[src/rtl/mult_unit.sv]
// -----------------------------------------------------------------------------
// mult_unit
//   Multi-cycle shift-add multiplier. Operands are latched on an accepted
//   start. Signed operands are reduced to their magnitudes, multiplied
//   unsigned over n steps, and the product is negated at the end when the
//   operand signs differ. The hi/lo outputs are registered and hold until
//   the next completed multiply.
// -----------------------------------------------------------------------------
module mult_unit #(
    parameter int unsigned n = 16
) (
    input  logic         clk,
    input  logic         reset,
    input  logic         start,
    input  logic         is_signed,
    input  logic [n-1:0] a,
    input  logic [n-1:0] b,
    output logic         busy,
    output logic         done,
    output logic [n-1:0] hi,
    output logic [n-1:0] lo
);

    localparam int unsigned CW = (n > 1) ? $clog2(n) : 1;

    typedef enum logic [1:0] {
        IDLE = 2'd0,
        RUN  = 2'd1,
        DONE = 2'd2
    } state_t;

    state_t          state_q;
    logic [n-1:0]    mcand_q;
    logic [n-1:0]    mplier_q;
    logic            sign_q;
    logic [CW-1:0]   count_q;
    logic [2*n-1:0]  acc_q;
    logic            busy_q;
    logic            done_q;
    logic [n-1:0]    hi_q;
    logic [n-1:0]    lo_q;

    logic [n:0]      sum;
    logic [2*n-1:0]  acc_d;
    logic [n-1:0]    mplier_d;
    logic [2*n-1:0]  prod_d;
    logic [n-1:0]    a_mag;
    logic [n-1:0]    b_mag;
    logic            sign_d;

    // One shift-add step, the final signed fix-up, and operand magnitudes.
    // NOTE: every signal driven here gets an unconditional value first, so no latch can be inferred.
    always_comb begin
        sum      = {1'b0, acc_q[2*n-1:n]} + {1'b0, (mplier_q[0] ? mcand_q : '0)};
        acc_d    = {sum, acc_q[n-1:1]};
        mplier_d = mplier_q >> 1;
        prod_d   = sign_q ? -acc_d : acc_d;
        // The most negative value maps to itself, which is its correct
        // magnitude once the word is read as unsigned.
        a_mag    = (is_signed && a[n-1]) ? -a : a;
        b_mag    = (is_signed && b[n-1]) ? -b : b;
        sign_d   = is_signed & (a[n-1] ^ b[n-1]);
    end

    // Control FSM with registered busy/done and result outputs.
    // NOTE: non-blocking assignments so every register updates from pre-edge values.
    always_ff @(posedge clk or posedge reset) begin
        if (reset) begin
            state_q  <= IDLE;
            mcand_q  <= '0;
            mplier_q <= '0;
            sign_q   <= 1'b0;
            count_q  <= '0;
            acc_q    <= '0;
            busy_q   <= 1'b0;
            done_q   <= 1'b0;
            hi_q     <= '0;
            lo_q     <= '0;
        end else begin
            case (state_q)
                IDLE, DONE: begin
                    done_q <= 1'b0;
                    if (start) begin
                        mcand_q  <= a_mag;
                        mplier_q <= b_mag;
                        sign_q   <= sign_d;
                        count_q  <= CW'(n - 1);
                        acc_q    <= '0;
                        busy_q   <= 1'b1;
                        state_q  <= RUN;
                    end else begin
                        busy_q  <= 1'b0;
                        state_q <= IDLE;
                    end
                end
                RUN: begin
                    acc_q    <= acc_d;
                    mplier_q <= mplier_d;
                    count_q  <= count_q - CW'(1);
                    if (count_q == '0) begin
                        hi_q    <= prod_d[2*n-1:n];
                        lo_q    <= prod_d[n-1:0];
                        busy_q  <= 1'b0;
                        done_q  <= 1'b1;
                        state_q <= DONE;
                    end
                end
                default: begin
                    busy_q  <= 1'b0;
                    done_q  <= 1'b0;
                    state_q <= IDLE;
                end
            endcase
        end
    end

    assign busy = busy_q;
    assign done = done_q;
    assign hi   = hi_q;
    assign lo   = lo_q;

endmodule

[config.mk]
export PLATFORM = sky130hd
export DESIGN_NAME = mult_unit
export DESIGN_NICKNAME = d
export VERILOG_FILES = /design/src/rtl/mult_unit.sv
export SDC_FILE = /design/constraint.sdc
export NUM_CORES = 1
export LEC_CHECK = 0
export BUFFER_PORTS_ARGS = -buffer_cell sky130_fd_sc_hd__clkbuf_2
export CAP_MARGIN = 10
export CELL_PAD_IN_SITES_DETAIL_PLACEMENT = 0
export CELL_PAD_IN_SITES_GLOBAL_PLACEMENT = 2
export CORE_ASPECT_RATIO = 0.9
export CORE_MARGIN = 2
export CORE_UTILIZATION = 35
export DETAILED_ROUTE_END_ITERATION = 8
export PLACE_DENSITY = 0.78
export SKIP_CTS_REPAIR_TIMING = 1
export SYNTH_ARGS = -nofsm -noshare
export SYNTH_HDL_FRONTEND = slang
export SYNTH_SLANG_ARGS = --single-unit
[constraint.sdc]
create_clock -name clk -period 7.6 [get_ports clk]
set_input_delay 1.14 -clock clk [delete_from_list [all_inputs] [get_ports clk]]
set_output_delay 1.14 -clock clk [all_outputs]
set_load 0.005 [all_outputs]
==> impl_results.md, run 1 <==
* Die width at 142 microns
* F_max at 259 MHz
* Post-place setup slack at 3.77 ns
* Worst Setup Start Kind: flop
* Routed len/inst at 15.5 microns
* Final Setup Violations at 0
* Ys async rst share at 1.00
* Nets@finish at 759
* Dpl cell area at 6530 sq um
* Max Cap Viol at 0
* Synthesized area at 5990 sq um
* RSZ-0062 raised after global routing: false
* Largest net degree at the start of global routing at 69
* Die area at 18,200 sq um
* Worst r2r src: mplier_q[0]
* Gp weighted congestion at 0.882
* Initial Util at 0.356
* Sequential-to-total area share from yosys stat at 0.426
* Initial antenna violation count at 0
* Tot GR Track Use at 0.163
* Worst Path Arrival at 4.05 ns
* Max rail drop VDD at 0.115 mV
* Routing usage on met1 at 0.251
* Clk pin slew, worst setup/hold paths at 0.07 ns
* Area delta synth->final at 13.5%
* CTS tree: yes
* FP Rows at 45
* Critical path fanouts, max at 17
* CP Class: flop to flop
* Slew of the pin with the lowest slew margin at roughly 1.0 ns
* Fin. Hold Viols at 0
* Switching portion of total power at 0.427
* Hold EP: mcand_q[4]
* Seq cells post-synth at 102
* Critical path's largest stage delay at 0.92 ns
* Clk pwr share at 0.155
* DRT Pass-1 Iters at 5
* Worst r2r dst: hi[14]
* Synth Instances at 649
* R2R setup slack at 3.74 ns
* Hold depth at 2
* Main flop type after synthesis: dfrtp_1
* Io pins at 70
* Layout cells sized above 1 at 0.143
* Vias in the first global route at 4,582
* DRT Wirelength at 14.2 mm
* Global route hottest layer: met1
* Crit path required time at 7.79 ns
* Syn. warnings at 0
* Final Max Tran Viols at 0
* Final Total Pwr at roughly 2800 uW
* Hold WS at 0.473 ns
* Met2 Track Usage GR at 0.236
* Worst r2r path cells at 10
* Final instance area at 6800 sq um
* Switching power at 1180 uW
* Crit path capture type: flop
* Pleak at 0.00309 uW
* Max_slew headroom at 0.282
* Drc violations at 0
* Setup total negative slack at 0 ns
* Met3 GRT Util at 0.0235
* Worst Clk Skew at about 0.011 ns
* Final setup margin at 3.74 ns
* Status: completed
* Hold crit path type: flop to flop
* Final min period at 3.86 ns
* Flop pwr share at 0.351
* Synthesized area per cell at 9.22 sq um
* First-pass GRT wire length at 23.7 mm
* HPWL after DPL at 10.5 mm
* EDFF count, synth at 0
* Pwr dens at between 400 and 500 nW/um^2
* Syn nets at 706
* Final period utilization at 0.508
* Crit-path slowest cell: a2111oi_0
* Vert. Die Dim at 128 microns
* Gate power share at 0.495
* Initial DRC count at 214
* Cell Chain, Critical Path: and2_1 -> ha_1 -> and3_1 -> a2111oi_0 -> o221ai_1 -> xor2_1 -> or3_1 -> o41ai_2 -> xor2_1 -> o21ai_1
* Vias at slightly below 5,000
* Clock buffer depth at 2
* CTS buffer count at 9
* Avg Vias per Cell at 5.28
* Clock Tree Root: clkbuf_16
* H-tree depth at 3
* Clk sinks at 102
* Clock Latency Late Sink at 0.35 ns
* Synth cell types at between 60 and 70
* Crit-path most repeated cell: xor2_1
* N_diodes at 0
* HP Start: mcand_q[4]
* IO buf count at 69
* Antenna Nets Post-Route at 0
* P_int at 1580 uW
* Core ar. at 16,800 sq um
* Gr ovfl total at 0
-- how the worst max path moves through the flow --
stage | from | endpoint | slack, ns | cells past startpoint
4_1_cts | mplier_q[0] | hi[14] | 3.72 | 12
5_1_grt | mplier_q[0] | hi[14] | 3.43 | 10
3_3_place_gp | mplier_q[0] | hi[14] | 3.81 | 12
2_1_floorplan | mplier_q[0] | hi[14] | 3.71 | 12
3_5_place_dp | mplier_q[0] | hi[14] | 3.77 | 12
6_report | mplier_q[0] | hi[14] | 3.74 | 10
-- power groups by stage --
stage                     Clock (uW)  Sequential [uW]  Combinational (uW)
final                            428              969                1370
after global routing             465             1010                1550
after CTS                        443              973                1380
after detailed placement           0              981                1370
after global placement             0              976                1360
after floorplan                    0              917                1020
-- through the flow --
stage / cells / utilization
final: 918 / 0.404
after global routing: 918 / 0.404
after CTS: 918 / 0.404
after detailed placement: 902 / 0.388
after global placement: 902 / 0.388
after floorplan: 649 / -
-- area by class of cell --
class | count | area, sq um
fill | 1683 | 10000
multi-input combinational | 499 | 3270
sequential | 102 | 2550
timing repair buffer | 75 | 390
tap | 211 | 264
clock buffer | 12 | 236
inverter | 15 | 58.8
clock inverter | 4 | 30.0
-- cell families after synthesis --
family / synth area share
AO/OA/AOI/OAI: 0.231
flip-flops: 0.426
XOR/XNOR: 0.0936
adder cells (fa/ha/maj): 0.0451
buffers and inverters: 0.0303
AND/OR/NAND/NOR: 0.166
multiplexers: 0.00857
-- synth_stat cells, types with 5 or more instances --
cell / number / share of area
a211oi_1: 5 / 0.0063
a21oi_1: 15 / 0.013
a22o_1: 26 / 0.038
a22oi_1: 18 / 0.023
and2_1: 23 / 0.024
and3_1: 6 / 0.0063
clkbuf_1: 28 / 0.018
dfrtp_1: 102 / 0.43
ha_1: 20 / 0.042
inv_1: 15 / 0.0094
nand2_1: 87 / 0.055
nand3_1: 11 / 0.0092
nor2_1: 29 / 0.018
nor3_1: 11 / 0.0092
o21ai_0: 73 / 0.061
o21ai_1: 12 / 0.010
o31ai_1: 14 / 0.018
o41ai_1: 6 / 0.0088
or3_1: 7 / 0.0073
or4_1: 10 / 0.013
xnor2_1: 19 / 0.028
xor2_1: 45 / 0.066
-- metal layers --
metal | part of all wire | vias to the layer above | wire [microns]
met4 | 0.016 | 0 | 225
met5 | 0 | - | 0
li1 | - | 2467 | -
met3 | 0.043 | 14 | 609
met1 | 0.54 | 2244 | 7650
met2 | 0.40 | 126 | 5750
-- cells in the final DEF, fill, tap and decap left out, drive strengths merged, types with 4 or more instances in the layout --
cell    count
clkbuf     81
a21oi      15
xnor2      19
mux2i       4
and2       23
o41ai       7
nor3       11
a211oi      5
and3        6
a21o        4
or3         8
nor2       29
dfrtp     102
nand3      11
o21a        4
nand2      87
inv        17
or4        10
ha         20
o31ai      14
o21ai      85
a22o       26
a22oi      18
xor2       45
buf         6
-- flip-flops by register name, summed over array words and instances (netlist names) --
name and count:
mplier_q 16, acc_q 31, mcand_q 16, count_q 4, state_q 2, sign_q 1, hi 16, lo 16
-- worst max-delay path, delay by kind of cell (launching register included) --
family	cells	cell delay, ns
xor+xnor	2	0.45
flops	1	0.50
compound gates	4	1.56
simple gates	3	0.83
fa+ha+maj	1	0.38
Power figures use the tool's default switching activity.
==> run 2, diff against run 1 <==
CORE_UTILIZATION = 33   (was 35)
PLACE_DENSITY = 0.77   (was 0.78)
clock period = 3.28 ns   (was 7.6 ns; I/O delays follow)
==> impl_results.md, run 2 (synthesis results as in run 1) <==
* R2R setup slack at 0.02 ns (-3.72 ns)
* Area delta synth->final at 24.7%
* Layout cells sized above 1 at 0.239 (+0.0965)
* Post-place setup slack at -0.0702 ns (-3.84 ns)
* Most frequent cells in the layout: dfrtp_1, nand2_1, clkbuf_2
* Final min period at 3.26 ns (-0.604 ns)
* FF/Latch Area at 2550 sq um (unchanged)
* Crit path capture type: flop
* Fin. Hold Viols at 0 (unchanged)
* Final setup margin at 0.0234 ns (-3.72 ns)
* HPWL after DPL at 11.2 mm (+6.6%)
* Die area at 19,200 sq um (+5.9%)
* Initial antenna violation count at 0 (unchanged)
* Clock buffer depth at 2 (unchanged)
* Gr ovfl total at 0 (unchanged)
* Gp weighted congestion at 0.899 (+1.8%)
* H-tree depth at 3 (unchanged)
* Initial DRC count at 241 (+13%)
* Worst r2r dst: hi[14]
* Final instance area at 7460 sq um (+9.8%)
* Biggest register: acc_q
* Drc violations at 0 (unchanged)
* CTS tree: yes
* Clock Tree Root: clkbuf_16
* Pwr dens at 991 nW/um^2 (+140%)
* Die width at 146 microns (+2.9%)
* Worst r2r path cells at 11 (+1)
* Io pins at 70 (unchanged)
* Core ar. at 17,700 sq um (+5.3%)
* F_max at 307 MHz (+19%)
* Vias in the first global route at 4,776 (+4.2%)
* DRT Wirelength at 14.9 mm (+5.0%)
* Fillcell total at 1,792 (+6.5%)
* Vert. Die Dim at 132 microns (+2.9%)
* Tot GR Track Use at 0.158 (-0.00462)
* Fin util at 0.421 (+0.0172)
* Max Cap Viol at 0 (unchanged)
* Nets@finish at 806 (+6.2%)
* Clock Latency Late Sink at 0.35 ns (about the same)
* Pleak at 0.00339 uW (+9.7%)
* Max rail drop VDD at 0.321 mV (+180%)
* Critical path fanouts, max at 4 (-13)
* Final Max Tran Viols at 0 (unchanged)
* Final period utilization at 0.993 (+0.485)
* First-pass GRT wire length at 25.0 mm (+5.3%)
* Hold crit path type: input port to async pin
* Antenna Nets Post-Route at 0 (unchanged)
* Dpl cell area at 6900 sq um (+5.7%)
* FP Rows at 46 (+2.2%)
* Worst Setup Start Kind: flop
* Area of the multi-input gates at 3500 sq um (+7.1%)
* Setup total negative slack at 0 ns (unchanged)
* DRT Pass-1 Iters at 5 (unchanged)
* CP Class: flop to flop
* Clk sinks at 102 (unchanged)
* Vias at 5,006 (+3.2%)
* Hold WS at 0.280 ns (-0.193 ns)
* IO buf count at 69 (unchanged)
* Routed len/inst at 15.1 microns (-2.9%)
* Max_slew headroom at 0.482 (+0.199)
* Worst Clk Skew at 0.00841 ns (-0.00245 ns)
* Worst Path Arrival at 3.47 ns (-0.58 ns)
* Slew of the pin with the lowest slew margin at 0.777 ns (-0.272 ns)
* CTS buffer count at 9 (unchanged)
* Largest net degree at the start of global routing at 64 (-7.2%)
* RSZ-0062 raised after global routing: true
* Crit path required time at 3.49 ns (-4.30 ns)
* Most common cell after layout, fill and taps aside: dfrtp_1
* Status: completed
* Final Setup Violations at 0 (unchanged)
* Max FFs per register at 31 (unchanged)
* Worst r2r src: mplier_q[0]
* N_diodes at 0 (unchanged)
* Avg Vias per Cell at 5.05 (-4.5%)
* Clk pin slew, worst setup/hold paths at 0.07 ns (about the same)
* Initial Util at 0.338 (-0.0179)
## run 2: cell type report
cell class | instances | area share
Multi-Input combinational cell | 499 | 0.469
Tap cell | 240 | 0.0402
Clock buffer | 10 | 0.0320
Inverter | 15 | 0.00788
Timing Repair Buffer | 122 | 0.102
Sequential cell | 102 | 0.342
Clock inverter | 4 | 0.00738
## run 2: worst max-delay path by stage
| stage | startpoint | end |
|---|---|---|
| after floorplan | mplier_q[0] | hi[14] |
| after global placement | mplier_q[0] | hi[14] |
| after detailed placement | mplier_q[0] | hi[14] |
| after CTS | mplier_q[0] | hi[14] |
| after global routing | mplier_q[0] | hi[14] |
| final | mplier_q[0] | hi[14] |
## run 2: worst max-delay path: stages (launching register included)
cell,delay (ns)
dfrtp_1,0.42
and2_4,0.19
ha_4,0.16
fa_2,0.34
a21o_1,0.23
a221oi_4,0.35
o21ai_2,0.10
a2111o_1,0.39
a2111o_1,0.42
o41ai_2,0.25
xor2_1,0.20
o21ai_1,0.07
## run 2: per-stage QoR
step | instances | power [uW]
finish | 992 | 7390
global route | 992 | 8030
CTS | 984 | 7040
detailed placement | 970 | 5930
global placement | 970 | 5870
floorplan | 649 | 4530
## run 2: layer usage
metal / routed length (microns) / track usage / vias up
met5: 0 / 0 / -
met4: 169 / 0.0421 / 0
met3: 619 / 0.0249 / 12
met2: 6210 / 0.222 / 107
met1: 7940 / 0.251 / 2334
li1: - / - / 2553
## run 2: report_power, final
part	total [uW]	internal, uW	leakage, uW	switching, uW
registers	2200	1800	0.00131	398
clock network	1080	610	0.000141	475
logic	4110	1930	0.00194	2180
total	7390	4340	0.00339	3050
